$ cat src/rtl/mem_arbiter.sv
// mem_arbiter: shares one memory port between the IFU (read-only) and the LSU
// (read/write). Round-robin on ties, one outstanding transaction, response
// routed to the owner only, watchdog converts a hung WAIT into an error.
module mem_arbiter #(
  parameter int unsigned ADDR_W  = 64,
  parameter int unsigned DATA_W  = 64,
  parameter int unsigned TIMEOUT = 255
) (
  input  logic                  clk,
  input  logic                  rst,
  input  logic                  ifu_req_valid,
  output logic                  ifu_req_ready,
  input  logic [ADDR_W-1:0]     ifu_addr,
  output logic                  ifu_rsp_valid,
  output logic [DATA_W-1:0]     ifu_rsp_data,
  output logic                  ifu_rsp_err,
  input  logic                  lsu_req_valid,
  output logic                  lsu_req_ready,
  input  logic [ADDR_W-1:0]     lsu_addr,
  input  logic                  lsu_wen,
  input  logic [DATA_W-1:0]     lsu_wdata,
  input  logic [DATA_W/8-1:0]   lsu_wmask,
  output logic                  lsu_rsp_valid,
  output logic [DATA_W-1:0]     lsu_rsp_data,
  output logic                  lsu_rsp_err,
  output logic                  mem_req_valid,
  input  logic                  mem_req_ready,
  output logic [ADDR_W-1:0]     mem_addr,
  output logic                  mem_wen,
  output logic [DATA_W-1:0]     mem_wdata,
  output logic [DATA_W/8-1:0]   mem_wmask,
  input  logic                  mem_rsp_valid,
  input  logic [DATA_W-1:0]     mem_rsp_data
);

  localparam int unsigned CNT_W = (TIMEOUT == 0) ? 1 : $clog2(TIMEOUT + 1);
  localparam logic [CNT_W-1:0] CNT_LAST = CNT_W'((TIMEOUT == 0) ? 0 : TIMEOUT - 1);

  typedef enum logic [1:0] {IDLE, ISSUE, WAIT} state_t;

  state_t              state, state_nx;
  logic                owner_lsu;   // 1: LSU owns the transaction, 0: IFU
  logic                last_lsu;    // last grant went to the LSU
  logic [CNT_W-1:0]    cnt, cnt_nx;
  logic                grant_ifu, grant_lsu;
  logic                rsp_fire, rsp_err;

  // State register and watchdog counter
  always_ff @(posedge clk or posedge rst) begin
    if (rst) begin
      state <= IDLE;
      cnt   <= '0;
    end else begin
      state <= state_nx;
      cnt   <= cnt_nx;
    end
  end

  // Latch the winning request and remember who owns it
  always_ff @(posedge clk or posedge rst) begin
    if (rst) begin
      owner_lsu <= 1'b0;
      last_lsu  <= 1'b1;
      mem_addr  <= '0;
      mem_wen   <= 1'b0;
      mem_wdata <= '0;
      mem_wmask <= '0;
    end else if (grant_ifu) begin
      owner_lsu <= 1'b0;
      last_lsu  <= 1'b0;
      mem_addr  <= ifu_addr;
      mem_wen   <= 1'b0;
      mem_wdata <= '0;
      mem_wmask <= '0;
    end else if (grant_lsu) begin
      owner_lsu <= 1'b1;
      last_lsu  <= 1'b1;
      mem_addr  <= lsu_addr;
      mem_wen   <= lsu_wen;
      mem_wdata <= lsu_wdata;
      mem_wmask <= lsu_wmask;
    end
  end

  // Arbitration, next state, response/timeout detection
  always_comb begin
    state_nx  = state;
    cnt_nx    = '0;
    grant_ifu = 1'b0;
    grant_lsu = 1'b0;
    rsp_fire  = 1'b0;
    rsp_err   = 1'b0;
    unique case (state)
      IDLE: begin
        if (ifu_req_valid && (!lsu_req_valid || last_lsu)) grant_ifu = 1'b1;
        else if (lsu_req_valid)                           grant_lsu = 1'b1;
        if (grant_ifu || grant_lsu) state_nx = ISSUE;
      end
      ISSUE: begin
        if (mem_req_ready) state_nx = WAIT;
      end
      WAIT: begin
        // A real response takes priority over a same-cycle timeout
        if (mem_rsp_valid) begin
          rsp_fire = 1'b1;
          state_nx = IDLE;
        end else if (TIMEOUT != 0 && cnt == CNT_LAST) begin
          rsp_fire = 1'b1;
          rsp_err  = 1'b1;
          state_nx = IDLE;
        end else begin
          cnt_nx = cnt + 1'b1;
        end
      end
      default: state_nx = IDLE;
    endcase
  end

  // Output routing; readies are masked while reset is held because IDLE
  // arbitration would otherwise still see incoming requests
  always_comb begin
    ifu_req_ready = grant_ifu & ~rst;
    lsu_req_ready = grant_lsu & ~rst;
    mem_req_valid = (state == ISSUE);
    ifu_rsp_valid = rsp_fire & ~owner_lsu;
    lsu_rsp_valid = rsp_fire & owner_lsu;
    ifu_rsp_err   = rsp_err & ~owner_lsu;
    lsu_rsp_err   = rsp_err & owner_lsu;
    ifu_rsp_data  = (ifu_rsp_valid && !rsp_err) ? mem_rsp_data : '0;
    lsu_rsp_data  = (lsu_rsp_valid && !rsp_err) ? mem_rsp_data : '0;
  end

endmodule

$ cat config.mk
export PLATFORM = sky130hd
export DESIGN_NAME = mem_arbiter
export DESIGN_NICKNAME = d
export VERILOG_FILES = /design/src/rtl/mem_arbiter.sv
export SDC_FILE = /design/constraint.sdc
export NUM_CORES = 1
export LEC_CHECK = 0
export BUFFER_PORTS_ARGS = -buffer_cell sky130_fd_sc_hd__buf_2
export CAP_MARGIN = 20
export CELL_PAD_IN_SITES_DETAIL_PLACEMENT = 1
export CELL_PAD_IN_SITES_GLOBAL_PLACEMENT = 1
export CORE_AREA = 4 4 211 213
export CTS_CLUSTER_DIAMETER = 60
export DETAILED_ROUTE_END_ITERATION = 6
export DIE_AREA = 0 0 215 217
export GPL_TIMING_DRIVEN = 0
export PLACE_DENSITY = 0.5
export SYNTH_ARGS = -nofsm -noshare
export SYNTH_HDL_FRONTEND = slang
export SYNTH_SLANG_ARGS = --single-unit
export TNS_END_PERCENT = 100
$ cat constraint.sdc
create_clock -name clk -period 5.93 [get_ports clk]
set_clock_uncertainty 0.15 [all_clocks]
set_input_delay 0 -clock clk [delete_from_list [all_inputs] [get_ports clk]]
set_output_delay 0 -clock clk [all_outputs]
set_load 0.05 [all_outputs]
* Word-level counts from Yosys, hierarchy flattened
Cells that the tools add are included.
** Word-level totals
- Logic and storage cells :: 65
- Bits of input ports :: 271
- Register bits after elaboration :: 149
- Output and inout bits :: 272
** Cells by class
- Equal/unequal tests :: 6
- $add $sub $neg :: 1
- Reduce and logical (&&, ||, !) cells :: 10
- Mux-type cells :: 32
- Bitwise gates (word level) :: 8
** Operator list (count)
- $mux 64 :: 6
- $mux 8 :: 5
- $mux 1 :: 16
- $add 8x1->8 const B :: 1
- $eq 8x8->1 const B :: 1
- $mux 2 :: 4
- $and 1x1->1 :: 6
- $pmux 2 s3 :: 1
- $logic_and 1x1->1 :: 3
- $ne 3x3->1 const B :: 1
- $reduce_and 3->1 :: 1
- $eq 2x1->1 const B :: 1
- $eq 2x2->1 const B :: 1
- $logic_not 1->1 :: 2
- $logic_not 2->1 :: 1
- $logic_or 1x1->1 :: 2
- $ne 2x1->1 const B :: 1
- $ne 2x2->1 const B :: 1
- $not 1->1 :: 2
- $reduce_bool 2->1 :: 1

* Longest topological paths before layout
- Depth after elaboration :: 8
- Depth in mapped cells :: 5
- Gate-level depth less buffers :: 5

* Worst setup path before layout
OpenSTA, ideal clock, no wires.
- Kind :: input-to-output
- Start point :: input rst
- End point :: output ifu_req_ready
- Stages :: 2
- Data required time :: 5.780 ns
- Data arrival time :: 3.813 ns
- Path slack :: 1.967 ns
- Cells stage by stage :: inv_1 -> and2_1
** Between the ends
- Cells in the longest elaborated chain, start to end :: 2
** Ends and longest elaborated chain
- from (decl) :: line 10 : input logic rst,
- $not 1->1 :: line 122 : ifu_req_ready = grant_ifu & ~rst;
- $and 1x1->1 :: line 122
- to (decl) :: line 12 : output logic ifu_req_ready,
Every way passes these cells.

* Worst setup path in the final report
- Start point :: register state[0]
- End point :: register mem_addr[32]
** Between the ends
- Cells in the longest elaborated chain, start to end :: 3
- Elaborated cells on any way between the ends :: 5
- Those cells by class :: mux (3); reduce/logical (2)
** Ends and longest elaborated chain
- from (decl) :: line 41 : state_t state, state_nx;
- from (signal assigned) :: line 54 : state <= state_nx;
- $logic_not 2->1 (*) :: line 93 : unique case (state)
- $mux 1 :: line 93
- $mux 64 / $reduce_bool 2->1 (equally long branches)
- to (signal assigned) :: line 71 : mem_addr <= ifu_addr;
- to (signal assigned) :: line 78 : mem_addr <= lsu_addr;
- to (decl) :: line 28 : output logic [ADDR_W-1:0] mem_addr,
Every way passes the cells marked *; elsewhere a longest branch is shown, timed or not.
A chain may end at the register's enable or synchronous reset.

==> reports/results.tsv <==
stage	metric	value	unit
status	status	finished, violations left	
status	failing checks	negative hold slack	
logic_synthesis	top post-synthesis cells by area	dfrtp_1 50%, and2_1 11%, a22o_1 8.7%	
route	vias per cell	4.43	
logic_synthesis	post-synthesis simple-gate area fraction	18.9	%
placed_design	dpl hpwl	32.6	mm
power_and_ir_drop	Int Power	0.00353	W
worst_setup_path	critical path class	reg -> reg	
cts	Setup Fix Bufs, Post-CTS	0	
sta	Rel. slew slack	42.5	%
power_and_ir_drop	Comb power frac	61.0	%
route	Final ANT Viol Nets	0	
sta	Max Transition Viols Final	0	
floorplanning	x dimension of the die	215	µm
worst_setup_path	crit start category	register	
sta	setup TNS	0	ns
worst_setup_path	crit-path max FO	10	
worst_setup_path	Reg2Reg Launch Point	state[0]	
power_and_ir_drop	Net Sw Frac	52.6	%
logic_synthesis	share of Yosys cell area claimed by the top area cell type	50.2	%
worst_setup_path	Worst EP arrival	2.82	ns
sta	Max Clk Rate	0.387	GHz
logic_synthesis	post-synthesis xor/xnor area fraction	0.356	%
worst_setup_path	CP startpoint	state[0]	
cts	clk sinks	149	
global_route	first-pass GRT wire length	63.5	mm
cts	TritonCTS clock tree	done	
finish	Synth-to-Final Area Change	83.0	%
global_route	grt total ovfl	0	
logic_synthesis	Synth Area per Inst	9.91	µm²
cts	clk root buf	clkbuf_16	
sta	Fin. Hold Viols	1	
logic_synthesis	Yosys cell types	36	
worst_setup_path	CP Data Required Time	6.17	ns
logic_synthesis	mapped cell area	0.00738	mm²
finish	commonest non-fill, non-tap cell in the layout	buf_2	
global_route	initial antenna violation count	23	
logic_synthesis	mux share of post-synthesis cell area	0	%
logic_synthesis	top_reg_cell synth	dfrtp_1	
finish	commonest non-fill, non-tap cells in the layout	564 x buf_2, 204 x dlygate4sd3_1, 148 x dfrtp_1, 130 x and2_1, 73 x a22o_1	
route	final WL	43.1	mm
route	via count	9251	
power_and_ir_drop	Flop pwr share	23.3	%
power_and_ir_drop	sw power	0.00392	W
power_and_ir_drop	VDD IR max	0.255	mV
cts	clk_lat worst skew	0.45	ns
sta	Least-Margin Pin Slew	0.860	ns
placed_design	Final Wtd Congestion	0.930	
route	drt wl/cell	20.6	µm
logic_synthesis	Synth Instances	745	
floorplanning	I/O pins	543	
placed_design	port bufs	542	
logic_synthesis	Syn. warnings	0	
finish	final-layout fill cell count	5120	
power_and_ir_drop	LEAKAGE	7.02	nW
logic_synthesis	Adder-Cell Fraction of Synth Area	0.339	%
min_path	Hold Crit Class	in -> async	
route	Iter 0 DRT Violations	396	
floorplanning	row count	76	
logic_synthesis	synthesis-stage register bit count	149	
floorplanning	area of the core	0.0427	mm²
route	Remaining DRCs	0	
placed_design	Post-DP Area	0.0108	mm²
sta	final setup vio count	0	
sta	Tmin final	2.58	ns
cts	Clock transition at path regs	0.07	ns
sta	Min Hold Slack	-0.00470	ns
logic_synthesis	leading area contributor after synthesis	dfrtp_1	
sta	RSZ-0062 raised after global routing	no	
cts	H-tree depth	4	
power_and_ir_drop	Clock power frac	15.7	%
sta	Tcrit/Tclk final	43.6	%
logic_synthesis	syn_nets	1018	
cts	total CTS buffers	17	
global_route	vias in the first global route	10235	
floorplanning	Die ar.	0.0467	mm²
logic_synthesis	sequential fraction of the synthesis area	50.5	%
global_route	largest net degree at the start of global routing	80	
worst_setup_path	CP Capture Type	register	
cts	clk buf depth	2	
power_and_ir_drop	total power density per cell area	551	mW/mm²
logic_synthesis	Compound-Gate Fraction of Synth Area	21.7	%
finish	Nets	1784	
finish	final instance area	0.0135	mm²
floorplanning	Die Ht	217	µm
global_route	Tot GR Track Use	17.9	%
floorplanning	Initial Utilization	17.3	%
logic_synthesis	largest family of logic cells by synthesized area	compound AO/OA/AOI/OAI gates	
logic_synthesis	ys async rst share	100	%
logic_synthesis	Post-synth EDFFs	0	
finish	share of layout cells above drive strength 1	40.3	%
worst_setup_path	r2r setup slk	3.35	ns
job	number of max-cap violations	0	
route	TritonRoute pass-1 iters	4	
## critical path, cell delays in order (launching register included)
cell and delay, ns:
dfrtp_1 0.44, nor2_2 0.24, buf_2 0.35, clkbuf_1 0.43, nand4_1 0.17, o311ai_1 0.12, dlygate4sd3_1 0.60
## routing by layer
| metal | GRT usage (%) | share of wire (%) |
|---|---|---|
| met5 | 0 | 0 |
| met4 | 10.4 | 4.6 |
| met3 | 4.52 | 6.1 |
| met2 | 32.7 | 53 |
| met1 | 18.5 | 36 |
## state kept, by name, indices dropped and copies added (netlist names)
register / cells
cnt: 8
mem_wmask: 8
mem_wdata: 64
state: 2
mem_addr: 64
last_lsu: 1
owner_lsu: 1
mem_wen: 1
## timing repair
item | CTS | global route
endpoints found under the hold margin | 238 | 0
hold buffers | 204 | 0
resized for setup | 0 | 0
## final cells by class
cell class                      instances  area [µm²]  area share [%]
Antenna cell                           20        50.0           0.370
Buffer                                 78         339            2.51
Clock buffer                           17         425            3.15
Clock inverter                         15         180            1.33
Inverter                               70         270            2.00
Multi-Input combinational cell        448        3050            22.6
Sequential cell                       149        3730            27.6
Tap cell                              546         683            5.06
Timing Repair Buffer                  747        4780            35.4
## Yosys cell counts (all sizes together), types with 5 or more instances
master  instances
a21oi           7
a22o           73
and2          130
buf            25
clkbuf         53
dfrtp         148
inv            70
nand2           5
nand4          66
nor2            8
o21ai          68
o311ai         64
## power groups by stage
stage               Sequential, W  Combinational, W  Clock, W
finish                    0.00174           0.00454   0.00117
global route              0.00180           0.00480   0.00125
CTS                       0.00173           0.00455   0.00121
detailed placement        0.00174           0.00404         0
global placement          0.00173           0.00401         0
floorplan                 0.00327           0.00128         0
## logic make-up after synthesis
group           Yosys count
simple gates            228
xor+xnor                  3
fa+ha+maj                 2
compound gates          215
flops                   149
buf+inv                 148
## worst paths after layout
kind,cells past startpoint,endpoint
max reg2reg,6,mem_addr[32]
min in group clk,4,owner_lsu
min,3,mem_addr[7]
max,6,mem_addr[32]
min reg2reg,2,last_lsu
max in group asynchronous,4,last_lsu
## stage by stage
stage / hold WS (ns) / utilization (%) / std cells / total power, W / worst slack, ns
floorplan: -0.0424 / - / 745 / 0.00455 / 1.75
global placement: 0.0646 / 25.2 / 1833 / 0.00574 / -0.801
detailed placement: -0.0229 / 25.3 / 1834 / 0.00578 / 3.80
CTS: 0.0118 / 31.5 / 2070 / 0.00749 / 3.26
global route: 0.0510 / 31.6 / 2085 / 0.00785 / 3.18
finish: -0.00470 / 31.6 / 2090 / 0.00744 / 3.35
Note: power is estimated with default switching activity, not from simulation.
